## config.mk

```make
export PLATFORM = sky130hd
export DESIGN_NAME = ram_port_bridge_flat
export DESIGN_NICKNAME = d
export VERILOG_FILES = /design/src/rtl/ram_port_bridge_pkg.sv /design/src/rtl/ram_port_bridge_if.sv /design/src/rtl/ram_port_bridge_cmd_fifo.sv /design/src/rtl/ram_port_bridge.sv /design/src/flat_wrapper.sv
export SDC_FILE = /design/constraint.sdc
export NUM_CORES = 1
export LEC_CHECK = 0
export BUFFER_PORTS_ARGS = -buffer_cell sky130_fd_sc_hd__buf_2
export CAP_MARGIN = 20
export CELL_PAD_IN_SITES_DETAIL_PLACEMENT = 2
export CELL_PAD_IN_SITES_GLOBAL_PLACEMENT = 2
export CORE_UTILIZATION = 44
export DETAILED_ROUTE_END_ITERATION = 6
export PLACE_DENSITY = 0.89
export SYNTH_ARGS = -nofsm -noshare
export SYNTH_HDL_FRONTEND = slang
export SYNTH_SLANG_ARGS = --single-unit
```

## constraint.sdc

```tcl
create_clock -name CLK -period 4.35 [get_ports CLK]
set_input_delay 0.87 -clock CLK [delete_from_list [all_inputs] [get_ports CLK]]
set_output_delay 0.87 -clock CLK [all_outputs]
set_load 0.01 [all_outputs]
```

## src/rtl/ram_port_bridge_pkg.sv

```systemverilog
// Shared types and defaults for the sd_host RAM port to memory bus bridge.
package ram_port_bridge_pkg;

  localparam int unsigned RPB_ADDR_W  = 64;
  localparam int unsigned RPB_DATA_W  = 32;
  localparam int unsigned RPB_DEPTH   = 4;
  localparam int unsigned RPB_TIMEOUT = 255;

  localparam int unsigned ERR_CONFLICT = 0;
  localparam int unsigned ERR_OVERFLOW = 1;
  localparam int unsigned ERR_TIMEOUT  = 2;
  localparam int unsigned ERR_W        = 3;

  typedef enum logic [1:0] {
    RPB_IDLE    = 2'd0,
    RPB_REQ     = 2'd1,
    RPB_WAIT_RD = 2'd2
  } rpb_state_e;

  // Bit order matches err_status: [2]=timeout, [1]=overflow, [0]=conflict.
  typedef struct packed {
    logic timeout;
    logic overflow;
    logic conflict;
  } rpb_err_t;

endpackage

```

## src/rtl/ram_port_bridge_if.sv

```systemverilog
// Host RAM-port strobes plus req/gnt memory bus, bundled for the bridge.
interface ram_port_bridge_if
  import ram_port_bridge_pkg::*;
#(
  parameter int unsigned ADDR_W = RPB_ADDR_W,
  parameter int unsigned DATA_W = RPB_DATA_W
);

  logic              ram_read_enable;
  logic              ram_write_enable;
  logic [ADDR_W-1:0] ram_address;
  logic [DATA_W-1:0] data_to_ram;
  logic [DATA_W-1:0] data_from_ram;
  logic              data_valid;
  logic              STOP;
  logic              mem_req;
  logic              mem_we;
  logic [ADDR_W-1:0] mem_addr;
  logic [DATA_W-1:0] mem_wdata;
  logic              mem_gnt;
  logic              mem_rvalid;
  logic [DATA_W-1:0] mem_rdata;
  logic [ERR_W-1:0]  err_status;

  // Bridge view.
  modport slave (
    input  ram_read_enable, ram_write_enable, ram_address, data_to_ram,
    input  mem_gnt, mem_rvalid, mem_rdata,
    output data_from_ram, data_valid, STOP,
    output mem_req, mem_we, mem_addr, mem_wdata, err_status
  );

  // Environment view: DMA host plus memory.
  modport master (
    output ram_read_enable, ram_write_enable, ram_address, data_to_ram,
    output mem_gnt, mem_rvalid, mem_rdata,
    input  data_from_ram, data_valid, STOP,
    input  mem_req, mem_we, mem_addr, mem_wdata, err_status
  );

endinterface

```

## src/rtl/ram_port_bridge_cmd_fifo.sv

```systemverilog
// Synchronous show-ahead command FIFO; full/empty are registered flags.
module ram_cmd_fifo #(
  parameter int unsigned WIDTH = 97,
  parameter int unsigned DEPTH = 4
) (
  input  logic                     CLK,
  input  logic                     rst_L,
  input  logic                     i_push,
  input  logic                     i_pop,
  input  logic [WIDTH-1:0]         i_din,
  output logic [WIDTH-1:0]         o_dout_c,
  output logic                     o_full,
  output logic                     o_empty,
  output logic [$clog2(DEPTH):0]   o_count
);

  localparam int unsigned PTR_W = $clog2(DEPTH);
  localparam int unsigned CNT_W = PTR_W + 1;

  logic [WIDTH-1:0] r_mem [DEPTH];
  logic [PTR_W-1:0] r_wr_ptr;
  logic [PTR_W-1:0] r_rd_ptr;
  logic [CNT_W-1:0] r_count;
  logic             r_full;
  logic             r_empty;

  logic             w_push;
  logic             w_pop;
  logic [CNT_W-1:0] w_count_nxt;

  assign w_push      = i_push & ~r_full;
  assign w_pop       = i_pop & ~r_empty;
  assign w_count_nxt = r_count + CNT_W'(w_push) - CNT_W'(w_pop);

  // Storage needs no reset; only pointers and flags define validity.
  always_ff @(posedge CLK) begin
    if (w_push) begin
      r_mem[r_wr_ptr] <= i_din;
    end
  end

  always_ff @(posedge CLK or negedge rst_L) begin
    if (!rst_L) begin
      r_wr_ptr <= '0;
      r_rd_ptr <= '0;
      r_count  <= '0;
      r_full   <= 1'b0;
      r_empty  <= 1'b1;
    end else begin
      if (w_push) r_wr_ptr <= PTR_W'(r_wr_ptr + 1'b1);
      if (w_pop)  r_rd_ptr <= PTR_W'(r_rd_ptr + 1'b1);
      r_count <= w_count_nxt;
      r_full  <= (w_count_nxt == CNT_W'(DEPTH));
      r_empty <= (w_count_nxt == '0);
    end
  end

  assign o_dout_c = r_mem[r_rd_ptr];
  assign o_full   = r_full;
  assign o_empty  = r_empty;
  assign o_count  = r_count;

endmodule

```

## src/rtl/ram_port_bridge.sv

```systemverilog
// Queues DMA RAM-port strobes and replays them in order as req/gnt memory
// transactions, returning read data and raising STOP as back-pressure.
module ram_port_bridge
  import ram_port_bridge_pkg::*;
#(
  parameter int unsigned ADDR_W  = RPB_ADDR_W,
  parameter int unsigned DATA_W  = RPB_DATA_W,
  parameter int unsigned DEPTH   = RPB_DEPTH,
  parameter int unsigned TIMEOUT = RPB_TIMEOUT
) (
  input  logic             CLK,
  input  logic             rst_L,
  ram_port_bridge_if.slave bus
);

  localparam int unsigned ENTRY_W = 1 + ADDR_W + DATA_W;
  localparam int unsigned CNT_W   = $clog2(DEPTH) + 1;
  localparam int unsigned TMO_W   = $clog2(TIMEOUT + 1);

  rpb_state_e        r_state;
  rpb_state_e        w_state_nxt;

  logic              r_mem_req;
  logic              r_mem_we;
  logic [ADDR_W-1:0] r_mem_addr;
  logic [DATA_W-1:0] r_mem_wdata;
  logic [DATA_W-1:0] r_rdata;
  logic              r_data_valid;
  logic              r_stop;
  logic [TMO_W-1:0]  r_tmo_cnt;
  rpb_err_t          r_err;

  logic               w_conflict;
  logic               w_strobe;
  logic               w_push;
  logic               w_overflow;
  logic               w_pop;
  logic               w_full;
  logic               w_empty;
  logic               w_tmo_hit;
  logic [CNT_W-1:0]   w_count;
  logic [CNT_W-1:0]   w_count_nxt;
  logic [ENTRY_W-1:0] w_din;
  logic [ENTRY_W-1:0] w_head;
  logic               w_head_we;
  logic [ADDR_W-1:0]  w_head_addr;
  logic [DATA_W-1:0]  w_head_wdata;

  logic               w_mem_req_nxt;
  logic               w_mem_we_nxt;
  logic [ADDR_W-1:0]  w_mem_addr_nxt;
  logic [DATA_W-1:0]  w_mem_wdata_nxt;
  logic [DATA_W-1:0]  w_rdata_nxt;
  logic               w_data_valid_nxt;
  logic [TMO_W-1:0]   w_tmo_cnt_nxt;
  logic               w_tmo_err;

  // Host side: exactly one strobe enqueues; both at once is a conflict.
  assign w_conflict  = bus.ram_read_enable & bus.ram_write_enable;
  assign w_strobe    = bus.ram_read_enable ^ bus.ram_write_enable;
  assign w_push      = w_strobe & ~w_full;
  assign w_overflow  = w_strobe & w_full;
  assign w_din       = {bus.ram_write_enable, bus.ram_address, bus.data_to_ram};
  assign w_count_nxt = w_count + CNT_W'(w_push) - CNT_W'(w_pop);

  assign w_head_we    = w_head[ENTRY_W-1];
  assign w_head_addr  = w_head[ENTRY_W-2 -: ADDR_W];
  assign w_head_wdata = w_head[DATA_W-1:0];
  assign w_tmo_hit    = (r_tmo_cnt == TMO_W'(TIMEOUT - 1));

  ram_cmd_fifo #(
    .WIDTH (ENTRY_W),
    .DEPTH (DEPTH)
  ) u_cmd_fifo (
    .CLK      (CLK),
    .rst_L    (rst_L),
    .i_push   (w_push),
    .i_pop    (w_pop),
    .i_din    (w_din),
    .o_dout_c (w_head),
    .o_full   (w_full),
    .o_empty  (w_empty),
    .o_count  (w_count)
  );

  always_ff @(posedge CLK or negedge rst_L) begin
    if (!rst_L) begin
      r_state <= RPB_IDLE;
    end else begin
      r_state <= w_state_nxt;
    end
  end

  always_comb begin
    w_state_nxt = r_state;
    unique case (r_state)
      RPB_IDLE: begin
        if (!w_empty) w_state_nxt = RPB_REQ;
      end
      RPB_REQ: begin
        if (bus.mem_gnt) begin
          if (!r_mem_we)    w_state_nxt = RPB_WAIT_RD;
          else if (w_empty) w_state_nxt = RPB_IDLE;
        end
      end
      RPB_WAIT_RD: begin
        if (bus.mem_rvalid || w_tmo_hit) w_state_nxt = RPB_IDLE;
      end
      default: w_state_nxt = RPB_IDLE;
    endcase
  end

  // Next values of the registered bus outputs; a granted write chains the
  // next queued command without dropping mem_req.
  always_comb begin
    w_pop            = 1'b0;
    w_mem_req_nxt    = r_mem_req;
    w_mem_we_nxt     = r_mem_we;
    w_mem_addr_nxt   = r_mem_addr;
    w_mem_wdata_nxt  = r_mem_wdata;
    w_rdata_nxt      = r_rdata;
    w_data_valid_nxt = 1'b0;
    w_tmo_cnt_nxt    = r_tmo_cnt;
    w_tmo_err        = 1'b0;
    unique case (r_state)
      RPB_IDLE: begin
        w_pop = ~w_empty;
      end
      RPB_REQ: begin
        if (bus.mem_gnt) begin
          if (r_mem_we) begin
            w_pop         = ~w_empty;
            w_mem_req_nxt = 1'b0;
          end else begin
            w_mem_req_nxt = 1'b0;
            w_tmo_cnt_nxt = '0;
          end
        end
      end
      RPB_WAIT_RD: begin
        if (bus.mem_rvalid) begin
          w_rdata_nxt      = bus.mem_rdata;
          w_data_valid_nxt = 1'b1;
        end else if (w_tmo_hit) begin
          w_tmo_err = 1'b1;
        end else begin
          w_tmo_cnt_nxt = TMO_W'(r_tmo_cnt + 1'b1);
        end
      end
      default: ;
    endcase
    if (w_pop) begin
      w_mem_req_nxt   = 1'b1;
      w_mem_we_nxt    = w_head_we;
      w_mem_addr_nxt  = w_head_addr;
      w_mem_wdata_nxt = w_head_wdata;
    end
  end

  always_ff @(posedge CLK or negedge rst_L) begin
    if (!rst_L) begin
      r_mem_req    <= 1'b0;
      r_mem_we     <= 1'b0;
      r_mem_addr   <= '0;
      r_mem_wdata  <= '0;
      r_rdata      <= '0;
      r_data_valid <= 1'b0;
      r_stop       <= 1'b0;
      r_tmo_cnt    <= '0;
      r_err        <= '0;
    end else begin
      r_mem_req    <= w_mem_req_nxt;
      r_mem_we     <= w_mem_we_nxt;
      r_mem_addr   <= w_mem_addr_nxt;
      r_mem_wdata  <= w_mem_wdata_nxt;
      r_rdata      <= w_rdata_nxt;
      r_data_valid <= w_data_valid_nxt;
      r_tmo_cnt    <= w_tmo_cnt_nxt;
      // One slot of headroom covers the DMA's one-cycle reaction to STOP.
      r_stop       <= (w_count_nxt >= CNT_W'(DEPTH - 1));
      r_err.timeout  <= r_err.timeout  | w_tmo_err;
      r_err.overflow <= r_err.overflow | w_overflow;
      r_err.conflict <= r_err.conflict | w_conflict;
    end
  end

  assign bus.mem_req       = r_mem_req;
  assign bus.mem_we        = r_mem_we;
  assign bus.mem_addr      = r_mem_addr;
  assign bus.mem_wdata     = r_mem_wdata;
  assign bus.data_from_ram = r_rdata;
  assign bus.data_valid    = r_data_valid;
  assign bus.STOP          = r_stop;
  assign bus.err_status    = r_err;

endmodule

```

## src/flat_wrapper.sv

```systemverilog
// flat-port wrapper written by rule: the top's interface ports become plain ports
module ram_port_bridge_flat import ram_port_bridge_pkg::*;
#(
  parameter int unsigned ADDR_W  = RPB_ADDR_W,
  parameter int unsigned DATA_W  = RPB_DATA_W,
  parameter int unsigned DEPTH   = RPB_DEPTH,
  parameter int unsigned TIMEOUT = RPB_TIMEOUT
)
  (CLK, rst_L, bus_ram_read_enable, bus_ram_write_enable, bus_ram_address, bus_data_to_ram, bus_mem_gnt, bus_mem_rvalid, bus_mem_rdata, bus_data_from_ram, bus_data_valid, bus_STOP, bus_mem_req, bus_mem_we, bus_mem_addr, bus_mem_wdata, bus_err_status);
  ram_port_bridge_if #(.ADDR_W(ADDR_W), .DATA_W(DATA_W)) bus_i ();
  input  logic CLK;
  input  logic rst_L;
  input wire logic [$bits(bus_i.ram_read_enable)-1:0] bus_ram_read_enable;
  input wire logic [$bits(bus_i.ram_write_enable)-1:0] bus_ram_write_enable;
  input wire logic [$bits(bus_i.ram_address)-1:0] bus_ram_address;
  input wire logic [$bits(bus_i.data_to_ram)-1:0] bus_data_to_ram;
  input wire logic [$bits(bus_i.mem_gnt)-1:0] bus_mem_gnt;
  input wire logic [$bits(bus_i.mem_rvalid)-1:0] bus_mem_rvalid;
  input wire logic [$bits(bus_i.mem_rdata)-1:0] bus_mem_rdata;
  output wire logic [$bits(bus_i.data_from_ram)-1:0] bus_data_from_ram;
  output wire logic [$bits(bus_i.data_valid)-1:0] bus_data_valid;
  output wire logic [$bits(bus_i.STOP)-1:0] bus_STOP;
  output wire logic [$bits(bus_i.mem_req)-1:0] bus_mem_req;
  output wire logic [$bits(bus_i.mem_we)-1:0] bus_mem_we;
  output wire logic [$bits(bus_i.mem_addr)-1:0] bus_mem_addr;
  output wire logic [$bits(bus_i.mem_wdata)-1:0] bus_mem_wdata;
  output wire logic [$bits(bus_i.err_status)-1:0] bus_err_status;
  assign bus_i.ram_read_enable = bus_ram_read_enable;
  assign bus_i.ram_write_enable = bus_ram_write_enable;
  assign bus_i.ram_address = bus_ram_address;
  assign bus_i.data_to_ram = bus_data_to_ram;
  assign bus_i.mem_gnt = bus_mem_gnt;
  assign bus_i.mem_rvalid = bus_mem_rvalid;
  assign bus_i.mem_rdata = bus_mem_rdata;
  assign bus_data_from_ram = bus_i.data_from_ram;
  assign bus_data_valid = bus_i.data_valid;
  assign bus_STOP = bus_i.STOP;
  assign bus_mem_req = bus_i.mem_req;
  assign bus_mem_we = bus_i.mem_we;
  assign bus_mem_addr = bus_i.mem_addr;
  assign bus_mem_wdata = bus_i.mem_wdata;
  assign bus_err_status = bus_i.err_status;
  ram_port_bridge #(.ADDR_W(ADDR_W), .DATA_W(DATA_W), .DEPTH(DEPTH), .TIMEOUT(TIMEOUT)) u_core (.CLK(CLK), .rst_L(rst_L), .bus(bus_i));
endmodule
```

==> impl_metrics.ini <==
[route]
drc = 0
ant_nets = 0
via_per_inst = 5.36
wl_per_cell_um = 26.8
drt_iter0_markers = 603
num_vias = 9913
dr.pass1.iters = 5
routed_wl_um = 49600

[synthesis]
syn_inst = 900
avgSynthCellArea_um2 = 22.2
synth_edf_count = 388
synth_cell_types = 42
ys_seq_area_share_pct = 77.4
ys_warn_count = 0
synthArstFlopShare_pct = 28.4
syn_area_mm2 = 0.0200
ys_ff_latch = 542
syn-num-nets = 1046
synth_ff_type = edfxtp_1

[clocking]
cts_buffers = 56
postCtsSetupBuffers = 0
hold_buffers = 0
htree_levels = 2
root_buffer = clkbuf_16
clk_latency_ns = 0.60
cts.sinks = 542
cts-resized-gates = 0
clockBufferDepth = 3
clkTransAtPathRegs_ns = 0.06
cts_tree = yes

[setup_path]
worstPathRequired_ns = 4.85
start_kind = input port
timing.reg2reg.setup_slack_ns = 1.63
critical_path.max_fanout = 9
end_kind = register
cp.arrival_ns = 3.60
path_class = input port to register

[finish]
design_area_mm2 = 0.0239
seq_area_mm2 = 0.0155
nFillCells = 3841
drive_gt1_share_pct = 47.9
multi_input_comb_area_mm2 = 0.00426
synthToLayoutAreaGrowth_pct = 19.4
final_nets = 1354

[placed_design]
port_buffers = 268
dpl_cell_area_mm2 = 0.0221
place.gp.congestion = 0.738
dp_hpwl_um = 33300

[timing]
grt_setup_unrepaired = no
period_needed_ns = 3.10
worst_pin_slew_ns = 1.08
finalMaxSlewViolations = 0
setup_tns_ns = 0
finalSetupViolCount = 0
finalCritPeriodShare_pct = 71.2
max-slew-margin-rel_pct = 28.3
skew_ns = 0.0193
timing.final.hold_violations = 0
fmax_mhz = 323

[outcome]
status = completed

[floorplan]
rows = 77
coreArea_mm2 = 0.0445
initial_core_util_pct = 45.0
die_area_mm2 = 0.0464
die_y_um = 215
die_w_um = 215
io_pins = 269

[grt]
antenna_found_initial = 6
grt_pass1_vias = 11400
grt_max_degree = 81
overflow = 0
grt_first_pass_wirelength_um = 74700
grt.total_usage_pct = 22.0

[flow_run]
cap_viol_max_count = 0

[pwr]
p_per_area_mw_per_mm2 = 741
peakVddDrop_v = 0.000373
leakage_nw = 8.92

[min_path]
hold_class = input port to asynchronous set/reset pin
-- flip-flops by register name, indices dropped and copies added (netlist names), 2 cells and up --
| register | flops |
|---|---|
| u_core.bus.data_from_ram | 32 |
| u_core.bus.mem_wdata | 32 |
| u_core.u_cmd_fifo.r_wr_ptr | 2 |
| u_core.u_cmd_fifo.r_mem | 388 |
| u_core.bus.mem_addr | 64 |
| u_core.u_cmd_fifo.r_rd_ptr | 2 |
| u_core.r_state | 2 |
| u_core.u_cmd_fifo.o_count | 3 |
| u_core.bus.err_status | 3 |
| u_core.r_tmo_cnt | 8 |
-- worst paths after layout --
path,start,to,depth (start not counted)
worst max-delay path,bus_ram_write_enable,u_core.u_cmd_fifo.o_full,11
worst min-delay path,rst_L,u_core.bus.data_from_ram[12],1
worst max register to register,u_core.u_cmd_fifo.o_full,u_core.u_cmd_fifo.o_full,9
worst min register to register,u_core.bus.err_status[2],u_core.bus.err_status[2],1
max in group asynchronous,rst_L,u_core.bus.mem_wdata[3],2
min in group CLK,u_core.bus.err_status[2],u_core.bus.err_status[2],1
-- layout make-up --
cell class | instances | area share (%)
flip-flops and latches | 542 | 64.9
clock buffers | 86 | 6.89
multi-input cells | 307 | 17.8
repair buffers | 288 | 6.58
diodes | 2 | 0.0209
clock inverters | 20 | 0.549
well taps | 592 | 3.10
inverters | 13 | 0.204
-- synth_stat cells (all sizes together), types with 2 or more instances --
master  instances  share of area (%)
nand4           2              0.062
a21o            3               0.11
nand2b          4               0.12
mux2          128                7.2
nor3            2              0.050
mux4           97                 11
o21ai           4               0.10
inv            13               0.24
buf            28               0.96
edfxtp        388                 58
nor2b           2              0.062
xnor2           5               0.22
ha             10               0.62
clkbuf         10               0.19
xor2            2              0.087
nand2          10               0.19
nand3           4               0.10
dfrtp         153                 19
a31oi           3              0.094
and3            3              0.094
nor2            3              0.056
a21oi           5               0.12
and2            5               0.16
fa              2               0.20
nor3b           2               0.13
a211o           2              0.087
-- cells by family after synthesis --
| logic type | count (synthesis) | share of synthesized area [%] |
|---|---|---|
| muxes | 225 | 18.1 |
| adders and majority gates | 12 | 0.825 |
| DFF | 542 | 77.4 |
| xor gates and xnor gates | 7 | 0.306 |
| and+or+nand+nor | 41 | 1.18 |
| AOI/OAI and AO/OA | 22 | 0.744 |
| buffers and inverters | 51 | 1.39 |
-- critical path: stages --
cell	delay, ns
buf_2	0.14
ha_1	0.33
nor2b_1	0.64
inv_1	0.11
ha_1	0.32
inv_1	0.06
ha_1	0.14
inv_1	0.07
fa_1	0.43
xnor2_1	0.26
nor3b_1	0.23
-- layer usage --
| layer | track usage [%] | routed length, um | vias up |
|---|---|---|---|
| li1 | - | - | 4227 |
| met4 | 6.41 | 1110 | 8 |
| met2 | 38.1 | 25700 | 316 |
| met3 | 4.20 | 2510 | 82 |
| met1 | 28.2 | 20200 | 5280 |
| met5 | 0 | 58 | - |
-- placed cells by master, fill, tap and decap left out, types with 4 or more instances in the layout --
cell type	instances
nand2_1	10
inv_1	13
mux2_2	128
xnor2_1	5
a21oi_1	5
clkbuf_8	9
dfrtp_1	151
ha_1	10
nand3_1	4
clkbuf_1	19
nand2b_1	4
and2_4	4
buf_4	14
clkbuf_16	58
buf_12	6
edfxtp_1	388
mux4_2	97
buf_2	267
clkinv_1	9
clkinv_2	7
-- power by group --
group / switching, W / internal (W)
combinational: 0.00259 / 0.00260
clock: 0.00194 / 0.00266
sequential: 0.000879 / 0.00706
total: 0.00540 / 0.0123
-- stage by stage --
| step | hold WS (ns) | total power [W] | setup WS [ns] | util, % | instances |
|---|---|---|---|---|---|
| 2_1_floorplan | 0.450 | 0.0112 | 0.0900 | - | 900 |
| 3_3_place_gp | 0.446 | 0.0128 | 0.919 | 49.7 | 1742 |
| 3_5_place_dp | 0.450 | 0.0133 | 0.729 | 49.7 | 1742 |
| 4_1_cts | 0.367 | 0.0180 | 1.30 | 53.7 | 1848 |
| 5_1_grt | 0.381 | 0.0186 | 1.06 | 53.7 | 1850 |
| 6_report | 0.326 | 0.0177 | 1.25 | 53.7 | 1850 |
(Power assumes the default switching activity.)
